==> config.mk <==
export PLATFORM = sky130hd
export DESIGN_NAME = boreal_ads_chain_emu
export DESIGN_NICKNAME = d
export VERILOG_FILES = /design/src/rtl/boreal_pkg.sv /design/src/rtl/boreal_frame_gen.sv /design/src/rtl/boreal_ads_chain_emu.sv
export SDC_FILE = /design/constraint.sdc
export NUM_CORES = 2
export LEC_CHECK = 0
export CAP_MARGIN = 20
export CORE_AREA = 2 2 324 326
export DETAILED_ROUTE_END_ITERATION = 8
export DIE_AREA = 0 0 326 328
export PLACE_DENSITY = 0.67
export SETUP_SLACK_MARGIN = 0.3
export SLEW_MARGIN = 20
export SYNTH_ARGS = -nofsm -noshare
export SYNTH_HDL_FRONTEND = slang
export SYNTH_SLANG_ARGS = --single-unit
export TNS_END_PERCENT = 20
==> constraint.sdc <==
create_clock -name clk -period 1.99 [get_ports clk]
set_input_delay 0.398 -clock clk [delete_from_list [all_inputs] [get_ports clk]]
set_output_delay 0.398 -clock clk [all_outputs]
set_load 0.03 [all_outputs]
==> src/rtl/boreal_pkg.sv <==
// Shared constants and types for the ADS1299 daisy-chain responder emulator.
package boreal_pkg;

  localparam int FRAME_BITS = 792;
  localparam int WORD_BITS  = 24;
  localparam int N_WORDS    = 33;
  localparam logic [3:0] STATUS_HDR = 4'hC;

  typedef enum logic [1:0] {
    MODE_RAMP  = 2'd0,
    MODE_CHECK = 2'd1,
    MODE_EXT   = 2'd2
  } mode_e;

  typedef enum logic [1:0] {
    ST_IDLE    = 2'd0,
    ST_PENDING = 2'd1,
    ST_READING = 2'd2
  } drdy_state_e;

  function automatic logic [WORD_BITS-1:0] checker_word(input logic [7:0] ch);
    return ch[0] ? 24'hA5A5A5 : 24'h5A5A5A;
  endfunction

endpackage

==> src/rtl/boreal_frame_gen.sv <==
// Combinational 792-bit frame builder: status word followed by 32 channel words.
module boreal_frame_gen
  import boreal_pkg::*;
(
  input  logic [1:0]            mode,
  input  logic [15:0]           seq,
  input  logic [FRAME_BITS-1:0] frame_in,
  output logic [FRAME_BITS-1:0] frame
);

  // Mode 3 is not decoded on purpose and falls through to the ramp pattern.
  always_comb begin
    frame = '0;
    case (mode_e'(mode))
      MODE_EXT: begin
        frame = frame_in;
      end
      MODE_CHECK: begin
        frame[FRAME_BITS-1 -: WORD_BITS] = {STATUS_HDR, 4'h0, seq};
        for (int k = 1; k < N_WORDS; k++) begin
          frame[FRAME_BITS-1-k*WORD_BITS -: WORD_BITS] = checker_word(k[7:0]);
        end
      end
      default: begin
        frame[FRAME_BITS-1 -: WORD_BITS] = {STATUS_HDR, 4'h0, seq};
        for (int k = 1; k < N_WORDS; k++) begin
          frame[FRAME_BITS-1-k*WORD_BITS -: WORD_BITS] = {k[7:0], seq};
        end
      end
    endcase
  end

endmodule

==> src/rtl/boreal_ads_chain_emu.sv <==
// ADS1299 daisy-chain responder: periodic frame tick, DRDY strobe and SPI slave shifter.
module boreal_ads_chain_emu
  import boreal_pkg::*;
#(
  parameter int DRDY_PERIOD = 2000,
  parameter int DRDY_HOLD   = 400
) (
  input  logic                  clk,
  input  logic                  rst_n,
  input  logic                  en,
  input  logic [1:0]            mode,
  input  logic [FRAME_BITS-1:0] frame_in,
  input  logic                  sclk,
  input  logic                  cs_n,
  output logic                  drdy_n,
  output logic                  miso,
  output logic [15:0]           frame_count,
  output logic [7:0]            overrun_count,
  output logic [7:0]            short_count
);

  localparam int TIMER_W = $clog2(DRDY_PERIOD);
  localparam int HOLD_W  = $clog2(DRDY_HOLD + 1);
  localparam logic [TIMER_W-1:0] TIMER_LAST = TIMER_W'(DRDY_PERIOD - 1);
  localparam logic [HOLD_W-1:0]  HOLD_LAST  = HOLD_W'(DRDY_HOLD - 1);
  localparam logic [9:0]         BITS_FULL  = 10'(FRAME_BITS);

  logic [TIMER_W-1:0]    timer_r;
  logic [HOLD_W-1:0]     hold_r;
  drdy_state_e           state_r, state_s;
  logic [FRAME_BITS-1:0] shift_reg_r;
  logic [FRAME_BITS-1:0] frame_s;
  logic [9:0]            bits_sent_r;
  logic                  active_r;
  logic                  cs_d_r;
  logic                  drdy_n_r;
  logic                  miso_r;
  logic [15:0]           frame_count_r;
  logic [7:0]            overrun_count_r;
  logic [7:0]            short_count_r;

  logic tick_s, load_s, shift_s, cs_fall_s, cs_rise_s;

  // A tick that lands while cs_n is low (including the cs_n fall cycle) is an overrun.
  assign tick_s    = en && (timer_r == TIMER_LAST);
  assign load_s    = tick_s && cs_n;
  assign shift_s   = !cs_n && sclk;
  assign cs_fall_s = cs_d_r && !cs_n;
  assign cs_rise_s = !cs_d_r && cs_n;

  boreal_frame_gen u_frame_gen (
    .mode     (mode),
    .seq      (frame_count_r),
    .frame_in (frame_in),
    .frame    (frame_s)
  );

  always_ff @(posedge clk or negedge rst_n) begin
    if (!rst_n) begin
      timer_r <= '0;
    end else if (en) begin
      timer_r <= (timer_r == TIMER_LAST) ? '0 : timer_r + TIMER_W'(1);
    end
  end

  always_comb begin
    state_s = state_r;
    case (state_r)
      ST_IDLE: begin
        if (load_s) state_s = ST_PENDING;
        else        state_s = ST_IDLE;
      end
      ST_PENDING: begin
        if (load_s)                 state_s = ST_PENDING;
        else if (shift_s)           state_s = ST_READING;
        else if (hold_r == HOLD_LAST) state_s = ST_IDLE;
        else                        state_s = ST_PENDING;
      end
      ST_READING: begin
        if (load_s)         state_s = ST_PENDING;
        else if (cs_rise_s) state_s = ST_IDLE;
        else                state_s = ST_READING;
      end
      default: state_s = ST_IDLE;
    endcase
  end

  always_ff @(posedge clk or negedge rst_n) begin
    if (!rst_n) begin
      state_r  <= ST_IDLE;
      hold_r   <= '0;
      drdy_n_r <= 1'b1;
    end else begin
      state_r  <= state_s;
      drdy_n_r <= (state_s != ST_PENDING);
      if (load_s)                    hold_r <= '0;
      else if (state_r == ST_PENDING) hold_r <= hold_r + HOLD_W'(1);
    end
  end

  // Zeros shift in behind the frame, so over-reads return 0 without extra logic.
  always_ff @(posedge clk or negedge rst_n) begin
    if (!rst_n) begin
      shift_reg_r   <= '0;
      miso_r        <= 1'b0;
      bits_sent_r   <= '0;
      frame_count_r <= '0;
    end else if (load_s) begin
      shift_reg_r   <= frame_s;
      miso_r        <= frame_s[FRAME_BITS-1];
      bits_sent_r   <= '0;
      frame_count_r <= frame_count_r + 16'd1;
    end else if (shift_s) begin
      shift_reg_r <= shift_reg_r << 1;
      miso_r      <= shift_reg_r[FRAME_BITS-2];
      if (bits_sent_r != BITS_FULL) bits_sent_r <= bits_sent_r + 10'd1;
    end
  end

  always_ff @(posedge clk or negedge rst_n) begin
    if (!rst_n) begin
      cs_d_r          <= 1'b1;
      active_r        <= 1'b0;
      overrun_count_r <= '0;
      short_count_r   <= '0;
    end else begin
      cs_d_r <= cs_n;
      if (cs_fall_s)      active_r <= 1'b1;
      else if (cs_rise_s) active_r <= 1'b0;
      if (tick_s && !cs_n && overrun_count_r != 8'hFF)
        overrun_count_r <= overrun_count_r + 8'd1;
      if (cs_rise_s && active_r && bits_sent_r != 10'd0 &&
          bits_sent_r != BITS_FULL && short_count_r != 8'hFF)
        short_count_r <= short_count_r + 8'd1;
    end
  end

  assign drdy_n        = drdy_n_r;
  assign miso          = miso_r;
  assign frame_count   = frame_count_r;
  assign overrun_count = overrun_count_r;
  assign short_count   = short_count_r;

endmodule

Yosys cells after proc, flatten, opt, wreduce, memory -nomap -nowiden
Index checks and enable logic that the tools add are counted.

Add/sub/neg operators: 6. Equal/unequal tests: 10. Muxes and demuxes: 20. Reduce and logical (&&, ||, !) cells: 20.

Operators with widths (number): one-hot mux 792 bit (2 select lines) (1); two-way mux 791 bit (2); two-way mux 10 bit (3); two-way mux 9 bit (2); adder 16 x 1 -> 16 bit (second input constant) (1); adder 8 x 1 -> 8 bit (second input constant) (2); != test 8 bit (second input constant) (2); adder 11 x 1 -> 11 bit (second input constant) (1); == test 11 bit (second input constant) (1); logical AND 1 bit (11); two-way mux 11 bit (1); adder 10 x 1 -> 10 bit (second input constant) (1); != test 10 bit (second input constant) (1); nonzero test 10 bit (1); adder 9 x 1 -> 9 bit (second input constant) (1); == test 9 bit (second input constant) (1); two-way mux 2 bit (4); nonzero test 2 bit (4); two-way mux 1 bit (6); one-hot mux 2 bit (3 select lines) (1); == test 2 x 1 -> 1 bit (second input constant) (2); == test 2 bit (second input constant) (2); zero test 1 bit (2); zero test 2 bit (1); other kinds (2) (2).

Register bits after elaboration: 859. Output and inout port bits: 34. Word-level logic and storage cells: 68.

Depth between registers and ports, before layout
Depth after elaboration: 6. Gate-level depth with buffers: 10. Mapped depth without buffers: 6.

Cells and area by module
Synthesis repeated with hierarchy kept, for this count alone.

Cells, all modules: 5719. Area, all modules: 47772.1 um^2.

Modules (own cells, without submodules): boreal_ads_chain_emu (times used 1, cells each 4287, area each 40136.0 um^2); boreal_frame_gen (times used 1, cells each 1432, area each 7636.1 um^2).

Worst setup path before layout
OpenSTA, ideal clock, no wires.

Kind: input port to flip-flop. Start point: input port mode[0]. End point: register shift_reg_r[241]. Library setup time: 0.150 ns. Data arrival time: 2.017 ns. Data required time: 1.840 ns. Slack: -0.177 ns. Stages on the path: 10. Buffers on the path: 4. Path through: inv_1 -> ha_1 -> clkbuf_1 -> or2_2 -> buf_2 -> nor2b_1 -> nand2_2 -> clkbuf_1 -> buf_2 -> o2111ai_1.

Longest elaborated chain between the ends: 3. Elaborated cells on any way between the ends: 4. Those cells by class: eq/ne: 2; mux: 2.

RTL lines: from (decl) (line boreal_ads_chain_emu.sv:11) `input logic [1:0] mode,`; == test 2 x 1 -> 1 bit or == test 2 bit (tied branches) (line boreal_frame_gen.sv:14) `case (mode_e'(mode))`; one-hot mux 792 bit (2 select lines) * (line boreal_frame_gen.sv:14); two-way mux 791 bit * (line boreal_ads_chain_emu.sv:108) `end else if (load_s) begin`; to (signal assigned) (line boreal_ads_chain_emu.sv:109) `shift_reg_r <= frame_s;`; to (signal assigned) (line boreal_ads_chain_emu.sv:114) `shift_reg_r <= shift_reg_r << 1;`; to (decl) (line boreal_ads_chain_emu.sv:31) `logic [FRAME_BITS-1:0] shift_reg_r;`.

Every way passes the cells marked *; elsewhere a longest branch is shown, timed or not. A chain may end at the register's enable or synchronous reset.

Worst setup path after layout
Start point: register timer_r[4]. End point: register shift_reg_r[436].

Longest elaborated chain between the ends: 4. Elaborated cells on any way between the ends: 5. Those cells by class: eq/ne: 1; mux: 1; reduce/logical: 3.

RTL lines: from (decl) (line boreal_ads_chain_emu.sv:28) `logic [TIMER_W-1:0] timer_r;`; from (signal assigned) (line boreal_ads_chain_emu.sv:62) `timer_r <= (timer_r == TIMER_LAST) ? '0 : timer_r + TIMER_W'(1);`; == test 11 bit * (line boreal_ads_chain_emu.sv:45) `assign tick_s = en && (timer_r == TIMER_LAST);`; logical AND 1 bit * (line boreal_ads_chain_emu.sv:45); logical AND 1 bit * (line boreal_ads_chain_emu.sv:46) `assign load_s = tick_s && cs_n;`; two-way mux 791 bit or nonzero test 2 bit (tied branches).

Marks and branches as above.

==> impl_metrics.yaml <==
synth:
  post_synth_edffs: 0
  synth_sequential_area_ratio_pct: 53.1
  yosys_register_bits: 859
  ys.flop_type: "sky130_fd_sc_hd__dfrtp_1"
  synthesis.yosys.warnings: 0
  synth_area_per_cell_um2: 9.24
  async_reset_ff_share_pct: 100
  mappedNetlistNets: 5186
  post_synth_inst_count: 4376
  synth.lib_cells_used.distinct: 51
  mappedNetlistArea_um2: 40500
sta:
  crit_path_setup_slack_layout_ns: -0.137
  rsz0062_at_grt: "true"
  final-setup-viol-count: 518
  timing.final.crit_share_pct: 107
  clock-skew-final_ns: 0.0185
  relSlewSlack_pct: 48.6
  final-max-slew-violation-count: 0
  final_hold_viol_count: 0
  timing.fmax_mhz: 470
  tightest_slew_ns: 0.766
  shortest_period_the_worst_path_allows_ns: 2.13
worst_setup_path:
  critPathKind: "reg -> reg"
  setup_crit_end_kind: "flop"
  worstPathRequired_ns: 2.57
  timing.reg2reg.worst_path_depth: 8
  startpoint_type: "flop"
  timing.reg2reg.setup_slack_ns: -0.14
  maximum_fanout_encountered_on_the_critical_timing_path: 12
  worst_ep_arrival_time_ns: 2.71
floorplanning:
  start_util_pct: 39.2
  die-area_um2: 107000
  dieWidth_um: 326
  core_area_um2: 103000
  row_count: 118
  chipHeight_um: 328
  design.portCount: 833
cts:
  num_clock_sinks: 859
  ctsHtreeMaxLevel: 3
  clkSlewWorstSetupHoldPaths_ns: 0.06
  tritoncts: "yes"
  clock_insertion_delay_worst_skew_ns: 0.68
  cts_inserted_buffers: 92
  cts_root_buf: "sky130_fd_sc_hd__clkbuf_16"
  cts-root-to-sink-buffers: 3
outcome:
  run_status: "finished with violations"
  failed_checks: "negative setup slack"
layout:
  synthToLayoutAreaGrowth_pct: 45.2
  design.final.nets: 6141
  post_route_cells_drive_above_1_share_pct: 16.2
  most-common-layout-cells: "sky130_fd_sc_hd__nand2_1 (859), sky130_fd_sc_hd__dfrtp_1 (840), sky130_fd_sc_hd__clkdlybuf4s50_1 (797)"
  cell_count_final_fillers_out: 6799
  final_common_cell: "sky130_fd_sc_hd__nand2_1"
pwr:
  seq_power_share_pct: 43.1
  p_int_w: 0.0306
  comb_power_share_pct: 13.8
  clock_power_share_pct: 43.0
  power.switching_w: 0.0106
  total_leakage_power_nw: 26.1
  power_density_nw_per_um2: 702
  ir_drop_uv: 710
  power.switching_fraction_pct: 25.8
placed_design:
  port_buffers: 832
  post_place_cells: 6568
  hpwl_reported_at_the_end_of_detailed_placement_mm: 133
  dp_slack_ns: -0.609
  gp_congestion: 0.935
routing:
  routed.top_layer: "met5"
  routed-via-count: 41721
  detail_route.first_pass.iterations: 6
  route.detailed.vias_per_inst: 6.14
  route.detailed.drc: 0
  postRouteWirelength_mm: 186
  ant_nets: 0
  met2RoutedLength_mm: 85.7
  wire_per_inst_um: 27.4
  drtIter0Drc: 5260
  met1_wire_length_mm: 71.6
  met3RoutedLength_mm: 17.0
grt:
  grt_usage_pct: 33.5
  wire_length_of_the_first_global_routing_pass_mm: 268
  first_global_vias: 40782
  globalRoute.totalOverflow: 0
  grt_start_max_net_pins: 87
  number_of_antenna_violations_at_the_first_check_in_global_routing: 24
worst_hold_path:
  worst_hold_path_type: "in -> async"
job:
  drv.max_cap_violation_count: 0
-- registers in the layout (all words and copies together) (netlist names), 2 cells and up --
register and flops:
timer_r 11, short_count 8, hold_r 9, overrun_count 8, state_r 2, shift_reg_r 791, bits_sent_r 10, frame_count 16
-- worst max-delay path, cell delays in order, from the launching register on --
cell                        delay [ns]
sky130_fd_sc_hd__dfrtp_1          0.38
sky130_fd_sc_hd__or3b_4           0.42
sky130_fd_sc_hd__nor4_4           0.23
sky130_fd_sc_hd__buf_6            0.17
sky130_fd_sc_hd__buf_12           0.16
sky130_fd_sc_hd__nand2_8          0.08
sky130_fd_sc_hd__buf_12           0.17
sky130_fd_sc_hd__buf_16           0.17
sky130_fd_sc_hd__o2111ai_4        0.22
-- path summary, 6_finish.rpt --
| kind | to | start |
|---|---|---|
| min in group clk | shift_reg_r[687] | frame_in[687] |
| setup / recovery | shift_reg_r[436] | timer_r[4] |
| setup reg to reg | shift_reg_r[436] | timer_r[4] |
| max in group asynchronous | shift_reg_r[190] | rst_n |
| hold / removal | timer_r[2] | rst_n |
| hold reg to reg | shift_reg_r[789] | shift_reg_r[789] |
-- kinds of logic (layout without fill, tap and decap cells) --
| family | after synthesis | count (layout) | share of synthesized area [%] |
|---|---|---|---|
| AOI/OAI and AO/OA | 1256 | 1256 | 23.4 |
| xor gates and xnor gates | 49 | 49 | 1.06 |
| adders and majority gates | 11 | 11 | 0.340 |
| buffers and inverters | 462 | 1487 | 4.49 |
| DFF | 859 | 859 | 53.1 |
| muxes | 5 | 5 | 0.136 |
| other | 0 | 18 | 0 |
| and+or+nand+nor | 1734 | 1734 | 17.4 |
-- per-layer routing --
metal  vias up  track usage [%]
met1     20696             43.3
met3       534             6.70
met4        14             19.0
met2      2657             52.6
met5         -                0
li1      17820                -
-- per-stage QoR --
stage / utilization, % / setup TNS (ns) / area [µm²] / hold slack, ns / total power, W
global placement: 52.3 / -368.72 / 53900 / 0.332 / 0.0235
CTS: 56.2 / -25.07 / 58000 / 0.213 / 0.0412
finish: 56.9 / -26.19 / 58700 / 0.221 / 0.0412
floorplan: - / 0 / 40800 / 0.102 / 0.0198
detailed placement: 52.3 / -382.99 / 53900 / 0.331 / 0.0235
global route: 56.9 / -71.76 / 58700 / 0.236 / 0.0423
-- cells in the mapped netlist (2+ instances only) --
master | number | area [µm²]
sky130_fd_sc_hd__nor3_1 | 93 | 465
sky130_fd_sc_hd__buf_1 | 9 | 33.8
sky130_fd_sc_hd__o211ai_1 | 17 | 128
sky130_fd_sc_hd__dfrtp_1 | 857 | 21400
sky130_fd_sc_hd__inv_1 | 14 | 52.6
sky130_fd_sc_hd__or2_2 | 15 | 93.8
sky130_fd_sc_hd__nor3b_1 | 2 | 15.0
sky130_fd_sc_hd__nor4b_1 | 3 | 26.3
sky130_fd_sc_hd__a221oi_1 | 15 | 131
sky130_fd_sc_hd__clkbuf_1 | 373 | 1400
sky130_fd_sc_hd__nand2_1 | 875 | 3280
sky130_fd_sc_hd__nand4_1 | 45 | 282
sky130_fd_sc_hd__a31oi_1 | 144 | 901
sky130_fd_sc_hd__a21oi_1 | 415 | 2080
sky130_fd_sc_hd__nor2b_1 | 4 | 25.0
sky130_fd_sc_hd__nand3_1 | 38 | 190
sky130_fd_sc_hd__xor2_1 | 27 | 236
sky130_fd_sc_hd__buf_2 | 66 | 330
sky130_fd_sc_hd__or4b_2 | 4 | 40.0
sky130_fd_sc_hd__nor4_1 | 9 | 56.3
sky130_fd_sc_hd__and3_1 | 6 | 37.5
sky130_fd_sc_hd__nor2_1 | 607 | 2280
sky130_fd_sc_hd__mux2_2 | 4 | 45.0
sky130_fd_sc_hd__o2111ai_1 | 224 | 1960
sky130_fd_sc_hd__ha_1 | 11 | 138
sky130_fd_sc_hd__o21ai_0 | 8 | 40.0
sky130_fd_sc_hd__a22oi_1 | 2 | 15.0
sky130_fd_sc_hd__dfstp_2 | 2 | 52.6
sky130_fd_sc_hd__and4_1 | 3 | 26.3
sky130_fd_sc_hd__a211oi_1 | 31 | 233
sky130_fd_sc_hd__a221o_1 | 390 | 3900
sky130_fd_sc_hd__o41ai_1 | 2 | 17.5
sky130_fd_sc_hd__nand2b_1 | 4 | 25.0
sky130_fd_sc_hd__xnor2_1 | 22 | 193
sky130_fd_sc_hd__and2_1 | 17 | 106
sky130_fd_sc_hd__or3_1 | 3 | 18.8
-- timing repair --
action                                 CTS  global route
hold buffers                             1             0
gates resized for setup                318            84
buffers inserted                        35             7
pin swaps                               13            13
setup endpoints to repair              875           876
endpoints found under the hold margin  146             0
gates cloned                             4             2
-- power by group through the flow --
stage / combinational [W] / clock [W] / sequential, W
6_report: 0.00569 / 0.0177 / 0.0178
3_5_place_dp: 0.00545 / 0 / 0.0181
2_1_floorplan: 0.00157 / 0 / 0.0182
3_3_place_gp: 0.00544 / 0 / 0.0181
4_1_cts: 0.00560 / 0.0178 / 0.0178
5_1_grt: 0.00598 / 0.0186 / 0.0178
-- final cells by class --
class	count	area, µm²
Multi-Input combinational cell	3055	18300
Tap cell	1380	1730
Antenna cell	18	45.0
Timing Repair Buffer	1309	14000
Sequential cell	859	21500
Inverter	14	55.1
Clock inverter	30	347
Fill cell	8799	44500
Clock buffer	134	2730
No activity file was read; power rests on OpenSTA's default activity.
